<file path="src/rtl/req_onehot_capture.sv">
// req_onehot_capture: synchronizes, debounces and rising-edge detects four raw
// request lines, queues detected events as pending bits, and issues them one
// at a time, round-robin, as a held one-hot grant with a valid/ack handshake.
module req_onehot_capture #(
  parameter int DB_CYCLES = 4
) (
  input  logic       clk,
  input  logic       rst,
  input  logic [3:0] req_in,
  input  logic       ack,
  output logic [3:0] onehot,
  output logic       valid,
  output logic [3:0] pending,
  output logic       overflow
);

  // Counter value on the last differing cycle before the new level is taken.
  localparam logic [7:0] DB_LAST = 8'(DB_CYCLES - 1);

  typedef enum logic {IDLE, HOLD} state_t;

  logic [3:0] r_s1;
  logic [3:0] r_s2;
  logic [3:0] w_db;
  logic [3:0] r_db_prev;
  logic [3:0] w_rise;

  logic [3:0] r_pending;
  logic [3:0] w_pending_next;
  logic       r_overflow;
  logic       w_overflow_next;

  state_t     r_state;
  state_t     w_state_next;
  logic [3:0] r_onehot;
  logic [3:0] w_onehot_next;
  logic       r_valid;
  logic       w_valid_next;
  logic [1:0] r_last;
  logic [1:0] w_last_next;
  logic [3:0] w_grant_clr;

  logic       w_sel_found;
  logic [1:0] w_sel_idx;

  // Two-flop synchronizer for the asynchronous request lines.
  always_ff @(posedge clk or posedge rst) begin
    if (rst) begin
      r_s1 <= 4'b0000;
      r_s2 <= 4'b0000;
    end else begin
      r_s1 <= req_in;
      r_s2 <= r_s1;
    end
  end

  // Per-bit debounce: accept a new level only after it has persisted for
  // DB_CYCLES consecutive cycles; any return to the old level restarts.
  generate
    for (genvar gi = 0; gi < 4; gi++) begin : g_db
      logic [7:0] r_cnt;
      logic       r_db;

      // Debounce counter and accepted level for this bit.
      always_ff @(posedge clk or posedge rst) begin
        if (rst) begin
          r_cnt <= 8'd0;
          r_db  <= 1'b0;
        end else if (r_s2[gi] == r_db) begin
          r_cnt <= 8'd0;
        end else if (r_cnt == DB_LAST) begin
          r_db  <= r_s2[gi];
          r_cnt <= 8'd0;
        end else begin
          r_cnt <= r_cnt + 8'd1;
        end
      end

      assign w_db[gi] = r_db;
    end
  endgenerate

  // Delayed copy of the debounced levels for rising-edge detection.
  always_ff @(posedge clk or posedge rst) begin
    if (rst) begin
      r_db_prev <= 4'b0000;
    end else begin
      r_db_prev <= w_db;
    end
  end

  assign w_rise = w_db & ~r_db_prev;

  // Round-robin pick: first pending bit ascending from last+1, wrapping.
  always_comb begin
    logic [1:0] cand;
    w_sel_found = 1'b0;
    w_sel_idx   = r_last;
    cand        = r_last;
    for (int k = 0; k < 4; k++) begin
      cand = cand + 2'd1;
      if (!w_sel_found && r_pending[cand]) begin
        w_sel_found = 1'b1;
        w_sel_idx   = cand;
      end
    end
  end

  // Grant FSM next state: issue from IDLE, hold until ack.
  always_comb begin
    w_state_next  = r_state;
    w_onehot_next = r_onehot;
    w_valid_next  = r_valid;
    w_last_next   = r_last;
    w_grant_clr   = 4'b0000;
    case (r_state)
      IDLE: begin
        if (w_sel_found) begin
          w_onehot_next = 4'b0001 << w_sel_idx;
          w_valid_next  = 1'b1;
          w_last_next   = w_sel_idx;
          w_grant_clr   = 4'b0001 << w_sel_idx;
          w_state_next  = HOLD;
        end
      end
      HOLD: begin
        if (ack) begin
          w_onehot_next = 4'b0000;
          w_valid_next  = 1'b0;
          w_state_next  = IDLE;
        end
      end
      default: begin
        w_onehot_next = 4'b0000;
        w_valid_next  = 1'b0;
        w_state_next  = IDLE;
      end
    endcase
  end

  // Pending queue update: a new edge wins over a same-cycle grant clear; an
  // edge on an already-pending, not-granted bit is lost and flagged.
  always_comb begin
    w_pending_next  = (r_pending & ~w_grant_clr) | w_rise;
    w_overflow_next = |(w_rise & r_pending & ~w_grant_clr);
  end

  // State, grant and queue registers.
  always_ff @(posedge clk or posedge rst) begin
    if (rst) begin
      r_state    <= IDLE;
      r_onehot   <= 4'b0000;
      r_valid    <= 1'b0;
      r_last     <= 2'd3;
      r_pending  <= 4'b0000;
      r_overflow <= 1'b0;
    end else begin
      r_state    <= w_state_next;
      r_onehot   <= w_onehot_next;
      r_valid    <= w_valid_next;
      r_last     <= w_last_next;
      r_pending  <= w_pending_next;
      r_overflow <= w_overflow_next;
    end
  end

  assign onehot   = r_onehot;
  assign valid    = r_valid;
  assign pending  = r_pending;
  assign overflow = r_overflow;

endmodule

</file>
<file path="config.mk">
export PLATFORM = sky130hd
export DESIGN_NAME = req_onehot_capture
export DESIGN_NICKNAME = d
export VERILOG_FILES = /design/src/rtl/req_onehot_capture.sv
export SDC_FILE = /design/constraint.sdc
export NUM_CORES = 1
export LEC_CHECK = 0
export ABC_CLOCK_PERIOD_IN_PS = 2400
export BUFFER_PORTS_ARGS = -buffer_cell sky130_fd_sc_hd__buf_2
export CAP_MARGIN = 40
export CORE_ASPECT_RATIO = 1.75
export CORE_MARGIN = 1.5
export CORE_UTILIZATION = 40
export DETAILED_ROUTE_END_ITERATION = 8
export PLACE_DENSITY = 0.57
export REMOVE_ABC_BUFFERS = 1
export SLEW_MARGIN = 20
export SYNTH_ARGS = -nofsm -noshare
export SYNTH_HDL_FRONTEND = slang
export SYNTH_SLANG_ARGS = --single-unit
</file>
<file path="constraint.sdc">
create_clock -name clk -period 2.4 [get_ports clk]
set_clock_uncertainty 0.05 [all_clocks]
set_input_delay 0.48 -clock clk [delete_from_list [all_inputs] [get_ports clk]]
set_output_delay 0.48 -clock clk [all_outputs]
set_load 0.02 [all_outputs]
</file>
==> run summary, run 1 <==
===========================================================================
Status ....................................................... finished clean
List of most frequent post-synthesis cells ................... sky130_fd_sc_hd__dfrtp_1 (59), sky130_fd_sc_hd__nor2_1 (33), sky130_fd_sc_hd__xor2_1 (24)
Internal power ...............................................     2.509 mW
Average wire per standard cell ...............................     13.11 um
Number of hold violations in the final report ................            0
TritonCTS clock tree .........................................        built
Placeable core region ........................................    6490 um^2
Final worst path period need .................................      1846 ps
Share of the clock period used by the worst path .............       76.93%
Antenna violations before repair .............................            0
Relative slew margins ........................................       60.26%
Vias per inst ................................................        5.034
Count of final max-slew check failures .......................            0
Ys Warns .....................................................            0
Cell-by-cell listing of the critical path .................... mux2i_1 > nor2_1 > or3_4 > o31ai_2 > o32ai_1
Clk_lat worst skew ...........................................       330 ps
Clock Path Buffers ...........................................            2
ANT cells ....................................................            0
Overall track demand over capacity in global routing .........       14.96%
Htree depth ..................................................            3
Maximum number of pins on one net before global-route repair .           36
Highest-delay cell along the critical path ................... sky130_fd_sc_hd__dfstp_2
Gate Count Post-Synth ........................................          238
Hold buffers post-CTS ........................................            0
Largest stage delay, worst path ..............................       600 ps
Category of the critical setup timing path ...................      reg2reg
Number of enable flip-flop cells after synthesis .............            0
Synth-to-layout area growth ..................................       18.10%
Number of maximum-capacitance constraint violations ..........            0
Proportion of layout cells with a drive suffix above 1 .......       17.84%
Number of buffers added for setup after CTS ..................            0
Vertical die dimension .......................................     111.2 um
Async set-reset flop share out of synthesis ..................       100.0%
Crit path launch type ........................................     register
Most area-consuming cells after synthesis .................... sky130_fd_sc_hd__dfrtp_1 (55%), sky130_fd_sc_hd__xor2_1 (7.9%), sky130_fd_sc_hd__nor2_1 (4.6%), sky130_fd_sc_hd__nand3_1 (3.9%), sky130_fd_sc_hd__and3_1 (2.8%)
Combinational fraction of design power .......................        26.2%
Overall die area .............................................    7207 um^2
Slew at the pin closest to its max-slew limit ................     595.2 ps
Detailed router's first-iteration violation count ............          199
Worst setup slack after layout ...............................     553.6 ps
Unrepaired setup endpoints after global routing ..............        false
Post-Syn Area ................................................    2675 um^2
Required time at the worst-slack endpoint ....................      2540 ps
Post-placement setup slack ...................................     552.3 ps
Cell type with the largest total area after synthesis ........ sky130_fd_sc_hd__dfrtp_1
Clock Sinks ..................................................           61
Length of the first detailed-routing pass in iterations ......            4
Post-Route WL ................................................      4600 um
Final setup viols ............................................            0
Power spent charging and discharging nets ....................     1.275 mW
Type of the worst min-delay path .............................     in2async
Fin nets .....................................................          275
Count of buffers from port buffering .........................           16
Post-CTS Resized .............................................            0
Cts bufs inserted ............................................            9
Avg Synthesized Cell Area ....................................   11.24 um^2
Floorplan die width ..........................................     64.82 um
Post-detailed-placement half-perimeter wirelength ............      3067 um
Data arrival time at the worst-slack endpoint ................      1990 ps
Sequential area share after synthesis ........................       57.16%
Remaining antenna violation count ............................            0
Post-route non-filler standard cell count ....................          351
Most common cell in the synthesized netlist .................. sky130_fd_sc_hd__dfrtp_1
DRC violations left ..........................................            0
Library cells used by synthesis ..............................           37
Critical path peak fanout ....................................            9
Row cnt ......................................................           39
Wire length of the first global-routing pass .................      8107 um
Final weighted congestion in routability-driven placement ....       0.8556
Starting density of the core .................................       41.22%
Clock transition at the registers of the reported paths ......        50 ps
Max Clock Freq ...............................................    541.6 MHz
Most used flip-flop cell after synthesis ..................... sky130_fd_sc_hd__dfrtp_1
Total global routing overflow ................................            0
Placed insts .................................................          335
Total negative slack for setup checks ........................         0 ps
Number of global-route vias before repair ....................        1,799
CTS Root Buffer Type ......................................... sky130_fd_sc_hd__clkbuf_16
Fillers ......................................................          589
Top cell type's share of synthesized area ....................       55.19%
Clock power share ............................................        32.6%
Peak supply drop .............................................    0.4583 mV
Proportion of power drawn by flip-flops and latches ..........        41.2%
Cell leakage power ...........................................     1.460 nW
PD cells ..................................................... 1198 nW/um^2
I/O Pins .....................................................           17
Endpoint type of the worst setup path ........................     register
Vias after detailed routing ..................................        1,767
Synthesized flop and latch total .............................           61
Switching share of power .....................................       33.68%
===========================================================================
## per-stage QoR
step / power, mW / hold slack [ps] / instance area, um^2 / utilization (%)
4_1_cts: 3.835 / 183.7 / 3159 / 48.68
5_1_grt: 4.046 / 202.3 / 3159 / 48.68
2_1_floorplan: 2.278 / 281.2 / 2659 / -
3_5_place_dp: 2.581 / 285.5 / 2861 / 44.09
6_report: 3.784 / 167.7 / 3159 / 48.68
3_3_place_gp: 2.560 / 282.3 / 2861 / 44.09
## final cells by class
cell class / instances / area [um^2] / share of cell area [%]
Timing Repair Buffer: 17 / 100.1 / 3.168
Clock buffer: 13 / 280.3 / 8.871
Sequential cell: 61 / 1529 / 48.40
Multi-Input combinational cell: 170 / 1111 / 35.17
Clock inverter: 3 / 17.52 / 0.5545
Tap cell: 82 / 102.6 / 3.248
Inverter: 5 / 18.77 / 0.5941
## cell usage in the layout (no fill, tap or decap), types with 2 or more instances in the layout
cell                         n
sky130_fd_sc_hd__o31ai_1     2
sky130_fd_sc_hd__nor4b_1     4
sky130_fd_sc_hd__ha_1        4
sky130_fd_sc_hd__a22oi_1     4
sky130_fd_sc_hd__clkinv_2    2
sky130_fd_sc_hd__or2b_1      2
sky130_fd_sc_hd__nor3_1      3
sky130_fd_sc_hd__clkbuf_16   9
sky130_fd_sc_hd__xnor2_1     4
sky130_fd_sc_hd__nand2_1    15
sky130_fd_sc_hd__dfrtp_1    59
sky130_fd_sc_hd__a21o_1      2
sky130_fd_sc_hd__dfstp_2     2
sky130_fd_sc_hd__o21ai_0    10
sky130_fd_sc_hd__nand3b_1    4
sky130_fd_sc_hd__nor2_1     33
sky130_fd_sc_hd__clkbuf_8    4
sky130_fd_sc_hd__and3_1     12
sky130_fd_sc_hd__nor4_1      3
sky130_fd_sc_hd__mux2_2      5
sky130_fd_sc_hd__nand3_1    21
sky130_fd_sc_hd__nor2b_1     2
sky130_fd_sc_hd__xor2_1     24
sky130_fd_sc_hd__mux2i_1     2
sky130_fd_sc_hd__nor3b_1     2
sky130_fd_sc_hd__buf_2      16
sky130_fd_sc_hd__inv_1       4
## worst paths after layout
path,from,end,slack [ps],depth (start not counted)
max,r_last[1],overflow,550,5
min reg2reg,r_s1[1],r_s2[1],300,0
min in group clk,req_in[1],r_s1[1],210,1
max reg2reg,r_last[1],overflow,550,5
max in group asynchronous,rst,r_last[1],1470,3
min,rst,g_db[0].r_cnt[2],170,2
## flip-flops by register name (all words and copies together) (netlist names)
register	cells
onehot	4
r_s1	4
g_db.r_db	4
overflow	1
r_db_prev	4
g_db.r_cnt	32
r_s2	4
valid	1
pending	4
r_state	1
r_last	2
## per-layer routing
layer | track usage, % | part of all wire, %
met5 | 0 | 0
met4 | 11.77 | 3.7
met3 | 2.843 | 2.5
met2 | 23.16 | 49
met1 | 17.77 | 45
## power groups by stage
stage / Clock [mW] / Combinational [mW] / Sequential [mW]
2_1_floorplan: 0 / 0.685 / 1.59
3_3_place_gp: 0 / 0.990 / 1.57
3_5_place_dp: 0 / 1.01 / 1.57
4_1_cts: 1.27 / 1.01 / 1.56
5_1_grt: 1.30 / 1.14 / 1.61
6_report: 1.23 / 0.993 / 1.56
## worst max-delay path, delay by kind of cell, from the launching register on
| kind | cells | cell delay (ps) |
|---|---|---|
| multiplexers | 1 | 200 |
| AND/OR/NAND/NOR | 2 | 510 |
| AO/OA/AOI/OAI | 2 | 360 |
| flip-flops | 1 | 600 |
## kinds of logic (layout without fill, tap and decap cells)
| kind of cell | Yosys count | count (layout) | share of synthesized area (%) |
|---|---|---|---|
| AOI/OAI and AO/OA | 24 | 24 | 6.501 |
| and+or+nand+nor | 107 | 107 | 21.14 |
| DFF | 61 | 61 | 57.16 |
| xor gates and xnor gates | 28 | 28 | 9.167 |
| muxes | 7 | 7 | 2.853 |
| adders and majority gates | 4 | 4 | 1.871 |
| buffers and inverters | 7 | 38 | 1.310 |
(Power assumes the default switching activity.)
==> run 2, diff against run 1 <==
ABC_CLOCK_PERIOD_IN_PS = 1500   (was 2400)
PLACE_DENSITY = 0.6   (was 0.57)
clock period = 1.5 ns   (was 2.4 ns; I/O delays follow)
==> run summary, run 2 (synthesis results as in run 1) <==
=====================================================================================
Status ................................................................. finished, violations left   was finished clean
Violated checks ........................................................ setup timing
PD cells ............................................................... 1942 nW/um^2   was 1198 nW/um^2
Cell leakage power .....................................................     1.625 nW   was 1.460 nW
Library cell appearing most often on the critical path ................. sky130_fd_sc_hd__nor4b_2
Clk_lat worst skew .....................................................       320 ps   was 330 ps
Cts bufs inserted ......................................................            9   unchanged
Post-detailed-placement half-perimeter wirelength ......................      3481 um   was 3067 um
Vertical die dimension .................................................     111.2 um   unchanged
Register name with the most flops ......................................   g_db.r_cnt   unchanged
Category of the critical setup timing path .............................      reg2reg   unchanged
CTS Root Buffer Type ................................................... sky130_fd_sc_hd__clkbuf_16   unchanged
Design area ............................................................    3473 um^2   was 3159 um^2
Overall Power ..........................................................     6.747 mW   was 3.784 mW
Length of the first detailed-routing pass in iterations ................            4   unchanged
Final core utilization .................................................       53.52%   was 48.68%
Number of global-route vias before repair ..............................        2,079   was 1,799
Clock Sinks ............................................................           61   unchanged
Final worst path period need ...........................................      1757 ps   was 1846 ps
Average wire per standard cell .........................................     13.78 um   was 13.11 um
ANT cells ..............................................................            0   unchanged
Endpoint type of the worst setup path ..................................     register   unchanged
Required time at the worst-slack endpoint ..............................      1680 ps   was 2540 ps
Post-route non-filler standard cell count ..............................          378   was 351
Maximum number of pins on one net before global-route repair ...........           25   was 36
Placeable core region ..................................................    6490 um^2   unchanged
Largest delay contributor family on the critical path ..................   flip-flops   unchanged
Antenna violations before repair .......................................            0   unchanged
Starting density of the core ...........................................       41.22%   unchanged
Type of the worst min-delay path .......................................       in2reg   was in2async
I/O Pins ...............................................................           17   unchanged
Remaining antenna violation count ......................................            0   unchanged
Final weighted congestion in routability-driven placement ..............       0.8171   was 0.8556
Vias per inst ..........................................................        5.087   was 5.034
Unrepaired setup endpoints after global routing ........................         true   was false
Floorplan die width ....................................................     64.82 um   unchanged
Max Clock Freq .........................................................    569.1 MHz   was 541.6 MHz
Placed insts ...........................................................          354   was 335
Relative slew margins ..................................................       63.87%   was 60.26%
Row cnt ................................................................           39   unchanged
Peak supply drop .......................................................     1.106 mV   was 0.4583 mV
Fin nets ...............................................................          303   was 275
Cell-by-cell listing of the critical path .............................. mux2i_1 > nor2_2 > buf_4 > nor4b_2 > nor4b_2 > o32ai_2   was mux2i_1 > nor2_1 > or3_4 > o31ai_2 > o32ai_1
Flip-flop count of the largest register, all copies and words added ....           32   unchanged
Vias after detailed routing ............................................        1,923   was 1,767
Total global routing overflow ..........................................            0   unchanged
Post-placement setup slack .............................................    -290.4 ps   was 552.3 ps
Commonest cells after routing, fill and taps aside ..................... sky130_fd_sc_hd__dfrtp_1 (56), sky130_fd_sc_hd__nor2_1 (31), sky130_fd_sc_hd__xor2_1 (24)   was sky130_fd_sc_hd__dfrtp_1 (59), sky130_fd_sc_hd__nor2_1 (33), sky130_fd_sc_hd__xor2_1 (24)
Count of final max-slew check failures .................................            0   unchanged
Crit path launch type ..................................................     register   unchanged
Slew at the pin closest to its max-slew limit ..........................     540.8 ps   was 595.2 ps
Detailed router's first-iteration violation count ......................          119   was 199
DRC violations left ....................................................            0   unchanged
Data arrival time at the worst-slack endpoint ..........................      1940 ps   was 1990 ps
Worst setup slack after layout .........................................    -257.1 ps   was 553.6 ps
Total negative slack for setup checks ..................................     -1745 ps   was 0 ps
Fillers ................................................................          579   was 589
Clock Path Buffers .....................................................            2   unchanged
Post-Place Cell Area ...................................................    3017 um^2   was 2861 um^2
Htree depth ............................................................            3   unchanged
Worst path buffer plus inverter count ..................................            1   was 0
Proportion of layout cells with a drive suffix above 1 .................       30.41%   was 17.84%
Hold_ws ................................................................     31.72 ps   was 167.7 ps
Highest-delay cell along the critical path ............................. sky130_fd_sc_hd__dfstp_2   unchanged
Clock transition at the registers of the reported paths ................        50 ps   about the same
Number of maximum-capacitance constraint violations ....................            0   unchanged
TritonCTS clock tree ...................................................        built   unchanged
Post-Route WL ..........................................................      5208 um   was 4600 um
Count of buffers from port buffering ...................................           16   unchanged
Synth-to-layout area growth ............................................       29.84%   was 18.10%
Most frequent standard cell in the layout excluding fill and tap cells . sky130_fd_sc_hd__dfrtp_1   unchanged
Wire length of the first global-routing pass ...........................      9197 um   was 8107 um
Number of hold violations in the final report ..........................            0   unchanged
Sequential cell area ...................................................    1533 um^2   was 1529 um^2
Share of the clock period used by the worst path .......................       117.1%   was 76.93%
Footprint of the multi-input gates .....................................    1204 um^2   was 1111 um^2
Critical path peak fanout ..............................................            3   was 9
Overall die area .......................................................    7207 um^2   unchanged
Final setup viols ......................................................           11   was 0
Largest stage delay, worst path ........................................       530 ps   was 600 ps
Overall track demand over capacity in global routing ...................       16.89%   was 14.96%
=====================================================================================
==> run 2: cell type report <==
class                           count  area share (%)
Sequential cell                    61           44.13
Clock inverter                      1          0.1441
Inverter                            5          0.5403
Tap cell                           82           2.954
Timing Repair Buffer               45           9.690
Multi-Input combinational cell    170           34.65
Clock buffer                       14           7.889
==> run 2: per-layer routing <==
layer	GRT usage, %	up-vias	wire length, um
met5	0	-	0
met4	9.078	0	123
met1	18.08	950	2103
li1	-	933	-
met2	28.04	30	2783
met3	6.396	10	198
==> run 2: what timing repair did <==
| item | 4_1_cts | 5_1_grt |
|---|---|---|
| hold buffers | 1 | 0 |
| endpoints found under the setup margin | 11 | 26 |
| gates cloned | 0 | 0 |
| buffers inserted | 4 | 4 |
| pin swaps | 2 | 3 |
| gates resized for setup | 9 | 24 |
| hold endpoints to repair | 13 | 0 |
==> run 2: path summary, 6_finish.rpt <==
check / from / end / slack [ps] / cells after the start
setup / recovery: r_last[1] / overflow / -260 / 6
hold reg to reg: r_s1[2] / r_s2[2] / 300 / 0
setup reg to reg: r_last[1] / overflow / -260 / 6
min in group asynchronous: rst / g_db[0].r_cnt[2] / 450 / 3
max in group asynchronous: rst / r_last[0] / 420 / 4
hold / removal: req_in[3] / r_s1[3] / 30 / 1
==> run 2: power breakdown <==
part | total (mW) | internal [mW] | switching, mW
logic | 2.44 | 1.16 | 1.29
registers | 2.41 | 2.06 | 0.357
clock network | 1.89 | 1.24 | 0.650
total | 6.75 | 4.45 | 2.29
==> run 3, diff against run 2 <==
ABC_CLOCK_PERIOD_IN_PS = 2200   (was 1500)
CAP_MARGIN = 20   (was 40)
PLACE_DENSITY = 0.57   (was 0.6)
clock period = 2.2 ns   (was 1.5 ns; I/O delays follow)
==> run summary, run 3 (synthesis results as in run 1) <==
=====================================================================================
Status ................................................................. finished clean   was finished, violations left
Combinational fraction of design power .................................        26.9%   was 36.2%
Unrepaired setup endpoints after global routing ........................        false   was true
Starting density of the core ...........................................       41.22%   unchanged
Antenna violations before repair .......................................            0   unchanged
Synth-to-layout area growth ............................................       18.34%   was 29.84%
Clock transition at the registers of the reported paths ................        50 ps   about the same
ANT cells ..............................................................            0   unchanged
TritonCTS clock tree ...................................................        built   unchanged
Endpoint type of the worst setup path ..................................     register   unchanged
Clk_lat worst skew .....................................................       320 ps   about the same
Setup slack on the worst flop-to-flop path .............................       330 ps   was -260 ps
Total negative slack for setup checks ..................................         0 ps   was -1745 ps
Htree depth ............................................................            3   unchanged
Final weighted congestion in routability-driven placement ..............       0.8839   was 0.8171
Length of the first detailed-routing pass in iterations ................            4   unchanged
PD cells ............................................................... 1287 nW/um^2   was 1942 nW/um^2
Clock Path Buffers .....................................................            2   unchanged
Fillers ................................................................          605   was 579
Largest delay contributor family on the critical path ..................   flip-flops   unchanged
Hold Startpoint ........................................................    req_in[0]   was req_in[3]
Required time at the worst-slack endpoint ..............................      2340 ps   was 1680 ps
Highest-delay cell along the critical path ............................. sky130_fd_sc_hd__dfstp_2   unchanged
Most frequent standard cell in the layout excluding fill and tap cells . sky130_fd_sc_hd__dfrtp_1   unchanged
Data arrival time at the worst-slack endpoint ..........................      2010 ps   was 1940 ps
Crit path launch type ..................................................     register   unchanged
Maximum number of pins on one net before global-route repair ...........           35   was 25
Top routing layer in use ...............................................         met4   unchanged
Footprint of the multi-input gates .....................................    1111 um^2   was 1204 um^2
CTS Root Buffer Type ................................................... sky130_fd_sc_hd__clkbuf_16   unchanged
Count of buffers from port buffering ...................................           16   unchanged
Worst setup startpoint .................................................    r_last[1]   unchanged
Wire length of the first global-routing pass ...........................      8418 um   was 9197 um
Number of cells on the critical path ...................................            5   was 6
Final setup viols ......................................................            0   was 11
Post-detailed-placement half-perimeter wirelength ......................      3231 um   was 3481 um
Cts bufs inserted ......................................................            9   unchanged
Hold_ws ................................................................     172.9 ps   was 31.72 ps
Post-CTS Resized .......................................................            0   was 9
Sequential cell area ...................................................    1529 um^2   was 1533 um^2
Register name with the most flops ......................................   g_db.r_cnt   unchanged
Overall die area .......................................................    7207 um^2   unchanged
Number of buffers added for setup after CTS ............................            0   was 4
Post-route non-filler standard cell count ..............................          354   was 378
Critical R2R Capture ...................................................     overflow   unchanged
Fin nets ...............................................................          278   was 303
Average wire per standard cell .........................................     13.37 um   was 13.78 um
Worst path buffer plus inverter count ..................................            0   was 1
Met2 wirelength from detailed routing ..................................      2385 um   was 2783 um
Share of the clock period used by the worst path .......................       85.14%   was 117.1%
Met1 Routed Length .....................................................      2039 um   was 2103 um
Internal power .........................................................     2.678 mW   was 4.452 mW
Critical path peak fanout ..............................................            9   was 3
Commonest cells after routing, fill and taps aside ..................... sky130_fd_sc_hd__dfrtp_1 (59), sky130_fd_sc_hd__nor2_1 (33), sky130_fd_sc_hd__xor2_1 (24)   was sky130_fd_sc_hd__dfrtp_1 (56), sky130_fd_sc_hd__nor2_1 (31), sky130_fd_sc_hd__xor2_1 (24)
Cell-by-cell listing of the critical path .............................. mux2i_1 > nor2_1 > or3_4 > o31ai_2 > o32ai_1   was mux2i_1 > nor2_2 > buf_4 > nor4b_2 > nor4b_2 > o32ai_2
Power spent charging and discharging nets ..............................     1.395 mW   was 2.294 mW
Number of maximum-capacitance constraint violations ....................            0   unchanged
Remaining antenna violation count ......................................            0   unchanged
Total global routing overflow ..........................................            0   unchanged
Clock power share ......................................................        31.3%   was 28.0%
Number of global-route vias before repair ..............................        1,897   was 2,079
Final core utilization .................................................       48.78%   was 53.52%
Number of cells on the worst reg-to-reg path ...........................            5   was 6
Clock Sinks ............................................................           61   unchanged
Switching share of power ...............................................       34.26%   was 34.01%
Post-Route WL ..........................................................      4734 um   was 5208 um
I/O Pins ...............................................................           17   unchanged
Placed insts ...........................................................          337   was 354
Number of hold violations in the final report ..........................            0   unchanged
Flip-flop count of the largest register, all copies and words added ....           32   unchanged
Peak supply drop .......................................................    0.5722 mV   was 1.106 mV
Proportion of power drawn by flip-flops and latches ....................        41.8%   was 35.8%
Largest stage delay, worst path ........................................       610 ps   was 530 ps
Vias per inst ..........................................................        5.127   was 5.087
Placeable core region ..................................................    6490 um^2   unchanged
Slew at the pin closest to its max-slew limit ..........................     469.6 ps   was 540.8 ps
Cell leakage power .....................................................     1.465 nW   was 1.625 nW
Overall track demand over capacity in global routing ...................       15.44%   was 16.89%
Final worst path period need ...........................................      1873 ps   was 1757 ps
Met3 wire len ..........................................................       159 um   was 198 um
Max Clock Freq .........................................................    533.9 MHz   was 569.1 MHz
Category of the critical setup timing path .............................      reg2reg   unchanged
Detailed router's first-iteration violation count ......................           89   was 119
Type of the worst min-delay path .......................................       in2reg   unchanged
Vias after detailed routing ............................................        1,815   was 1,923
Floorplan die width ....................................................     64.82 um   unchanged
Vertical die dimension .................................................     111.2 um   unchanged
Row cnt ................................................................           39   unchanged
Relative slew margins ..................................................       68.46%   was 63.87%
Count of final max-slew check failures .................................            0   unchanged
Reg2Reg Launch Point ...................................................    r_last[1]   unchanged
Hold buffers post-CTS ..................................................            1   unchanged
Proportion of layout cells with a drive suffix above 1 .................       18.01%   was 30.41%
CP endpoint ............................................................     overflow   unchanged
DRC violations left ....................................................            0   unchanged
=====================================================================================
[run 3: changes by cell type in the layout (fill, tap and decap cells not counted), sizes merged]
cell      previous run  this run
clkinvlp             0         1
clkbuf              14        12
clkinv               1         3
buf                 44        19
[run 3: power groups by stage]
| stage | registers, mW | logic [mW] | clock network, mW |
|---|---|---|---|
| after floorplan | 1.74 | 0.748 | 0 |
| after global placement | 1.71 | 1.08 | 0 |
| after detailed placement | 1.72 | 1.10 | 0 |
| after CTS | 1.71 | 1.11 | 1.31 |
| after global routing | 1.75 | 1.24 | 1.36 |
| final | 1.70 | 1.10 | 1.27 |
[run 3: worst reg2reg max path, delay by kind of cell (launching register included)]
family / cells / cell delay, ps
flops: 1 / 610
compound gates: 2 / 360
mux: 1 / 210
simple gates: 2 / 510
[run 3: how the worst min path moves through the flow]
stage / end / cells past startpoint
after floorplan: r_s2[0] / 0
after global placement: r_s2[3] / 0
after detailed placement: g_db[0].r_cnt[6] / 2
after CTS: r_s1[0] / 1
after global routing: r_s1[3] / 1
final: r_s1[0] / 1
[run 3: metal layers]
metal	track usage [%]	up-vias
li1	-	882
met1	18.24	887
met2	23.78	34
met3	4.264	12
met4	10.78	0
met5	0	-
[run 3: cell type report]
| class | instances | share of cell area (%) |
|---|---|---|
| clock buffer | 12 | 8.103 |
| clock inverter | 4 | 0.7115 |
| inverter | 5 | 0.5929 |
| multi-input combinational | 170 | 35.10 |
| sequential | 61 | 48.30 |
| tap | 82 | 3.241 |
| timing repair buffer | 20 | 3.953 |
[run 3: per-stage QoR]
stage	area, um^2	power (mW)	setup slack (ps)
2_1_floorplan	2659	2.486	200.3
3_3_place_gp	2877	2.791	395.8
3_5_place_dp	2877	2.821	352.1
4_1_cts	3166	4.123	344.8
5_1_grt	3166	4.359	242.8
6_report	3166	4.073	327.0
